## src/rtl/sram_uart_dump_pkg.sv

```systemverilog
// Shared state types for the top-level controllers.
// The SRAM dump FSM lives next to the top-level mode FSM.
package sram_uart_dump_pkg;

   localparam int SRAM_AW = 18;
   localparam int SRAM_DW = 16;

   typedef enum logic [1:0] {
      S_TOP_IDLE,
      S_TOP_UART_RX,
      S_TOP_DUMP
   } top_state_type;

   typedef enum logic [2:0] {
      S_TXD_IDLE,
      S_TXD_READ,
      S_TXD_WAIT,
      S_TXD_HIGH,
      S_TXD_LOW,
      S_TXD_DONE
   } tx_dump_state_type;

endpackage

```

## src/rtl/sram_uart_dump_tx.sv

```systemverilog
// 8N1 byte serializer; empty is also high in the last clock of the
// stop bit so a new load chains frames with no idle gap.
module uart_tx_byte #(
   parameter int BAUD_DIV = 434
) (
   input  logic       CLOCK_50_I,
   input  logic       resetn,
   input  logic       load,
   input  logic [7:0] tx_byte,
   output logic       tx,
   output logic       empty
);

   localparam int BW = $clog2(BAUD_DIV + 1);

   logic [BW-1:0] baud_cnt;
   logic [3:0]    bit_cnt;
   logic [9:0]    frame;
   logic          active;
   logic          baud_tick;

   assign baud_tick = (baud_cnt == BW'(BAUD_DIV - 1));
   assign empty     = !active || (baud_tick && bit_cnt == 4'd9);
   assign tx        = frame[0];

   always_ff @(posedge CLOCK_50_I or negedge resetn) begin
      if (!resetn) begin
         frame    <= '1;
         active   <= 1'b0;
         bit_cnt  <= '0;
         baud_cnt <= '0;
      end else if (load) begin
         frame    <= {1'b1, tx_byte, 1'b0};
         active   <= 1'b1;
         bit_cnt  <= '0;
         baud_cnt <= '0;
      end else if (active) begin
         if (baud_tick) begin
            baud_cnt <= '0;
            frame    <= {1'b1, frame[9:1]};
            if (bit_cnt == 4'd9)
               active <= 1'b0;
            else
               bit_cnt <= bit_cnt + 4'd1;
         end else begin
            baud_cnt <= baud_cnt + BW'(1);
         end
      end
   end

endmodule

```

## src/rtl/sram_uart_dump.sv

```systemverilog
// Streams a block of SRAM words out of the UART, high byte first,
// prefetching the next word while the low byte is on the line.
import sram_uart_dump_pkg::*;

module sram_uart_dump #(
   parameter int BAUD_DIV = 434,
   parameter int RD_LAT   = 2
) (
   input  logic               CLOCK_50_I,
   input  logic               resetn,
   input  logic               Start,
   input  logic               Abort,
   input  logic [SRAM_AW-1:0] Start_address,
   input  logic [SRAM_AW-1:0] Word_count,
   output logic [SRAM_AW-1:0] SRAM_address,
   input  logic [SRAM_DW-1:0] SRAM_read_data,
   output logic               SRAM_we_n,
   output logic               UART_TX_O,
   output logic               Busy,
   output logic               Done
);

   localparam int LW = $clog2(RD_LAT + 1);

   tx_dump_state_type state, state_n;

   logic [SRAM_DW-1:0] word_reg;
   logic [SRAM_DW-1:0] hold_reg;
   logic [SRAM_AW-1:0] remain;
   logic [LW-1:0]      lat_cnt;
   logic               lat_done;
   logic               pf_pend;
   logic               abort_q;
   logic               tx_load;
   logic [7:0]         tx_data;
   logic               tx_empty;

   assign lat_done  = (lat_cnt == LW'(RD_LAT - 1));
   assign SRAM_we_n = 1'b1;
   assign Busy      = (state != S_TXD_IDLE);
   assign Done      = (state == S_TXD_DONE);

   uart_tx_byte #(
      .BAUD_DIV (BAUD_DIV)
   ) u_tx (
      .CLOCK_50_I (CLOCK_50_I),
      .resetn     (resetn),
      .load       (tx_load),
      .tx_byte    (tx_data),
      .tx         (UART_TX_O),
      .empty      (tx_empty)
   );

   always_ff @(posedge CLOCK_50_I or negedge resetn) begin
      if (!resetn)
         state <= S_TXD_IDLE;
      else
         state <= state_n;
   end

   always_comb begin
      state_n = state;
      tx_load = 1'b0;
      tx_data = word_reg[7:0];
      unique case (state)
         S_TXD_IDLE:
            if (Start)
               state_n = (Word_count != '0) ? S_TXD_READ : S_TXD_DONE;
         S_TXD_READ:
            state_n = abort_q ? S_TXD_DONE : S_TXD_WAIT;
         S_TXD_WAIT:
            if (abort_q) begin
               state_n = S_TXD_DONE;
            end else if (lat_done) begin
               tx_load = 1'b1;
               tx_data = SRAM_read_data[15:8];
               state_n = S_TXD_HIGH;
            end
         S_TXD_HIGH:
            if (tx_empty) begin
               if (abort_q) begin
                  state_n = S_TXD_DONE;
               end else begin
                  tx_load = 1'b1;
                  state_n = S_TXD_LOW;
               end
            end
         S_TXD_LOW:
            if (tx_empty) begin
               if (abort_q || remain == SRAM_AW'(1)) begin
                  state_n = S_TXD_DONE;
               end else begin
                  tx_load = 1'b1;
                  tx_data = hold_reg[15:8];
                  state_n = S_TXD_HIGH;
               end
            end
         S_TXD_DONE:
            state_n = S_TXD_IDLE;
         default:
            state_n = S_TXD_IDLE;
      endcase
   end

   always_ff @(posedge CLOCK_50_I or negedge resetn) begin
      if (!resetn) begin
         SRAM_address <= '0;
         remain       <= '0;
         word_reg     <= '0;
         hold_reg     <= '0;
         lat_cnt      <= '0;
         pf_pend      <= 1'b0;
         abort_q      <= 1'b0;
      end else begin
         if (state == S_TXD_IDLE)
            abort_q <= 1'b0;
         else if (Abort)
            abort_q <= 1'b1;

         case (state)
            S_TXD_IDLE:
               if (Start && Word_count != '0) begin
                  SRAM_address <= Start_address;
                  remain       <= Word_count;
                  lat_cnt      <= '0;
               end
            S_TXD_READ:
               lat_cnt <= lat_cnt + LW'(1);
            S_TXD_WAIT: begin
               lat_cnt <= lat_cnt + LW'(1);
               if (lat_done)
                  word_reg <= SRAM_read_data;
            end
            S_TXD_HIGH:
               // Next address goes out as the low byte starts.
               if (tx_empty && !abort_q && remain != SRAM_AW'(1)) begin
                  SRAM_address <= SRAM_address + SRAM_AW'(1);
                  lat_cnt      <= '0;
                  pf_pend      <= 1'b1;
               end
            S_TXD_LOW: begin
               if (pf_pend) begin
                  if (lat_done) begin
                     hold_reg <= SRAM_read_data;
                     pf_pend  <= 1'b0;
                  end else begin
                     lat_cnt <= lat_cnt + LW'(1);
                  end
               end
               if (tx_empty) begin
                  remain   <= remain - SRAM_AW'(1);
                  word_reg <= hold_reg;
               end
            end
            default: ;
         endcase
      end
   end

endmodule

```

## config.mk

```make
export PLATFORM = sky130hd
export DESIGN_NAME = sram_uart_dump
export DESIGN_NICKNAME = d
export VERILOG_FILES = /design/src/rtl/sram_uart_dump_pkg.sv /design/src/rtl/sram_uart_dump_tx.sv /design/src/rtl/sram_uart_dump.sv
export SDC_FILE = /design/constraint.sdc
export NUM_CORES = 1
export LEC_CHECK = 0
export CORE_ASPECT_RATIO = 1.25
export CORE_MARGIN = 2
export CORE_UTILIZATION = 50
export CTS_BUF_LIST = sky130_fd_sc_hd__clkbuf_8
export CTS_CLUSTER_DIAMETER = 60
export DETAILED_ROUTE_END_ITERATION = 6
export MAX_ROUTING_LAYER = met4
export PLACE_DENSITY = 0.85
export SLEW_MARGIN = 30
export SYNTH_ARGS = -nofsm -noshare
export SYNTH_HDL_FRONTEND = slang
export SYNTH_SLANG_ARGS = --single-unit
```

## constraint.sdc

```tcl
create_clock -name CLOCK_50_I -period 2.4 [get_ports CLOCK_50_I]
set_clock_uncertainty 0.1 [all_clocks]
set_input_delay 0.36 -clock CLOCK_50_I [delete_from_list [all_inputs] [get_ports CLOCK_50_I]]
set_output_delay 0.36 -clock CLOCK_50_I [all_outputs]
set_load 0.05 [all_outputs]
```

==> results of run 1 <==
[worst max-delay path by stage]
stage / to / cells past startpoint
after detailed placement: word_reg[1] / 7
after global routing: u_tx.frame[5] / 7
after floorplan: lat_cnt[0] / 7
final: lat_cnt[1] / 8
after CTS: lat_cnt[1] / 7
after global placement: SRAM_address[4] / 8
[placed cells by master, fill, tap and decap left out, types with 8 or more instances in the layout]
master and n:
dfrtp_1 80, nor2_1 73, clkdlybuf4s50_1 73, buf_4 45, a21oi_1 41, nand2_1 31, mux2i_1 24, o21ai_0 21
a31oi_1 21, inv_1 20, nor3_1 19, nand3_1 19, o22a_1 18, mux2_2 16, a2bb2oi_1 13, o22ai_1 12
nor4_1 10, clkbuf_8 9, dfstp_2 9, nand4_1 8, and3_1 8, ha_1 8
[report_power, final]
group          switching, mW  internal (mW)  total [mW]
combinational           2.32           1.84        4.16
sequential             0.761           2.25        3.01
clock                  0.536          0.569        1.10
[logic make-up after synthesis]
group	after synthesis	synth area share, %
xor gates and xnor gates	6	0.954
adders and majority gates	8	1.82
other	1	0.0681
DFF	90	41.1
AOI/OAI and AO/OA	187	24.5
buffers and inverters	56	4.29
and+or+nand+nor	202	19.2
muxes	42	8.04
[cell type report]
class                      instances  area, µm²
tap                              132        165
fill                             862       3670
clock buffer                       9        124
sequential                        90       2260
timing repair buffer             127       1230
multi-input combinational        446       3070
inverter                          17       63.8
clock inverter                     6       76.3
[metal layers]
layer	global-route usage, %	up-vias	share of wire (%)
met5	-	-	0
met4	8.94	0	2.1
met3	3.57	29	5.6
met2	43.0	214	52
met1	32.5	2522	41
li1	-	2443	-
[metrics by stage]
stage / util, % / hold slack, ns
floorplan: - / -0.0356
global placement: 62.8 / 0.223
detailed placement: 62.8 / 0.223
CTS: 65.0 / 0.386
global route: 65.6 / 0.388
finish: 65.6 / 0.368
[worst max-delay path, delay by kind of cell, from the launching register on]
kind / cells / cell delay (ns)
buffers and inverters: 2 / 0.24
muxes: 1 / 0.35
DFF: 1 / 0.40
adders and majority gates: 1 / 0.17
and+or+nand+nor: 1 / 0.18
AOI/OAI and AO/OA: 3 / 0.77
[what timing repair did]
action                                  4_1_cts  5_1_grt
resized for setup                             3        8
setup buffers                                 0        3
hold buffers                                  1        0
gates cloned                                  0        0
pin swaps                                     1        5
hold endpoints to repair                     31        0
endpoints found under the setup margin       23       28
==> results_dict.tcl, run 1 <==
set metrics [dict create \
    status "finished clean" \
    start_util_pct 51.6 \
    grt_max_degree 60 \
    synth_area_leader_cell "dfrtp_1" \
    yosysMostFrequentCell "dfrtp_1" \
    post-place-cells 808 \
    power_density_nw_per_um2 1180 \
    worstSetupEndpointType "register" \
    drt-wirelength-per-cell_um 17.6 \
    fin_cells 827 \
    startpoint_type "register" \
    synth_top_area_share_pct 36.8 \
    max_stage_delay_ns 0.40 \
    rows 42 \
    cp_cell_sequence "inv_1 -> ha_1 -> nand3b_1 -> o31ai_4 -> buf_6 -> o211ai_1 -> a221oi_2 -> mux2_1" \
    drtAntennaViolNets 0 \
    grt_first_pass_wirelength_um 24700 \
    syn_inst 592 \
    power_mw 8.27 \
    critPathMaxFanout 5 \
    synthTopCellsByCount "dfrtp_1, nor2_1, a21oi_1" \
    r2r_cells 8 \
    cts_sinks 90 \
    numPortBuffers 76 \
    synthFlopType "dfrtp_1" \
    timing.rr.end "lat_cnt[1]" \
    ys_seq_area_share_pct 41.1 \
    finalCritPeriodShare_pct 97.1 \
    async_flop_share_pct 100 \
    first_iter_violations 318 \
    grt_overflow 0 \
    r2r_start "u_tx.bit_cnt[1]" \
    worst_slew_margin_rel_pct 61.1 \
    leakage_nw 2.97 \
    dpl.hpwl_um 10200 \
    viasPerCell 6.30 \
    synth_area_um2 5510 \
    n_antenna_cell 0 \
    die_y_um 121 \
    cts_htree_levels 3 \
    insertion_delay_ns 0.36 \
    nNetsFinal 755 \
    final-hold-violation-count 0 \
    dp_slack_ns -0.109 \
    fin_crit_ns 2.33 \
    drive_gt1_share_pct 17.1 \
    via_count 5208 \
    post-route-drc-count 0 \
    die-area_um2 11900 \
    finalInstanceArea_um2 6990 \
    startpoint "u_tx.bit_cnt[1]" \
    timing.final.max_slew_violations 0 \
    fin_ws_ns 0.0687 \
    max_freq_ghz 0.429 \
    clk_path_buf_depth 2 \
    synth_top_cells_by_area "dfrtp_1, nor2_1, mux2i_1" \
    numCtsBuffers 9 \
    core_um2 10700 \
    drt_pass1_iterations 5 \
    ff2ff_setup_slack_ns 0.07 \
    routed_wl_um 14600 \
    clk_pin_slew_worst_paths_ns 0.09 \
    syn2layout_area_growth_pct 27.0 \
    clockRootBuffer "clkbuf_8" \
    finalSetupTns_ns 0 \
    synthDistinctLibCells 74 \
    min_path_type "input port to async pin" \
    synth_fp_nets 656 \
    track_usage_pct 25.8 \
    arrival_ns 2.47 \
    ios 78 \
    ir_worst_vdd_v 0.000939 \
    avgSynthCellArea_um2 9.30 \
    setup_viol 0 \
    synth-edff-count 0 \
    gp_congestion 0.890 \
    cp_slowest_cell "dfrtp_1" \
    grt_antenna_before_repair 0 \
    grt_pass1_vias 5205 \
    cts_tree "built" \
    synth_warnings 0 \
    cp_data_required_time_ns 2.54 \
    criticalPathCategory "register to register" \
    die_width_um 97.9 \
    max_cap_violations 0 \
    rsz0062_at_grt "true" \
    dpl_cell_area_um2 6700 \
    tightest_slew_ns 0.583 \
    synth_seq_cells 90 \
]
No activity file was read; power rests on OpenSTA's default activity.
==> run 2: changes to the inputs <==
HOLD_SLACK_MARGIN = 0.1   (was default)
==> results of run 2 <==
No change in the layout: final DEF, timing and power equal those of run 1.
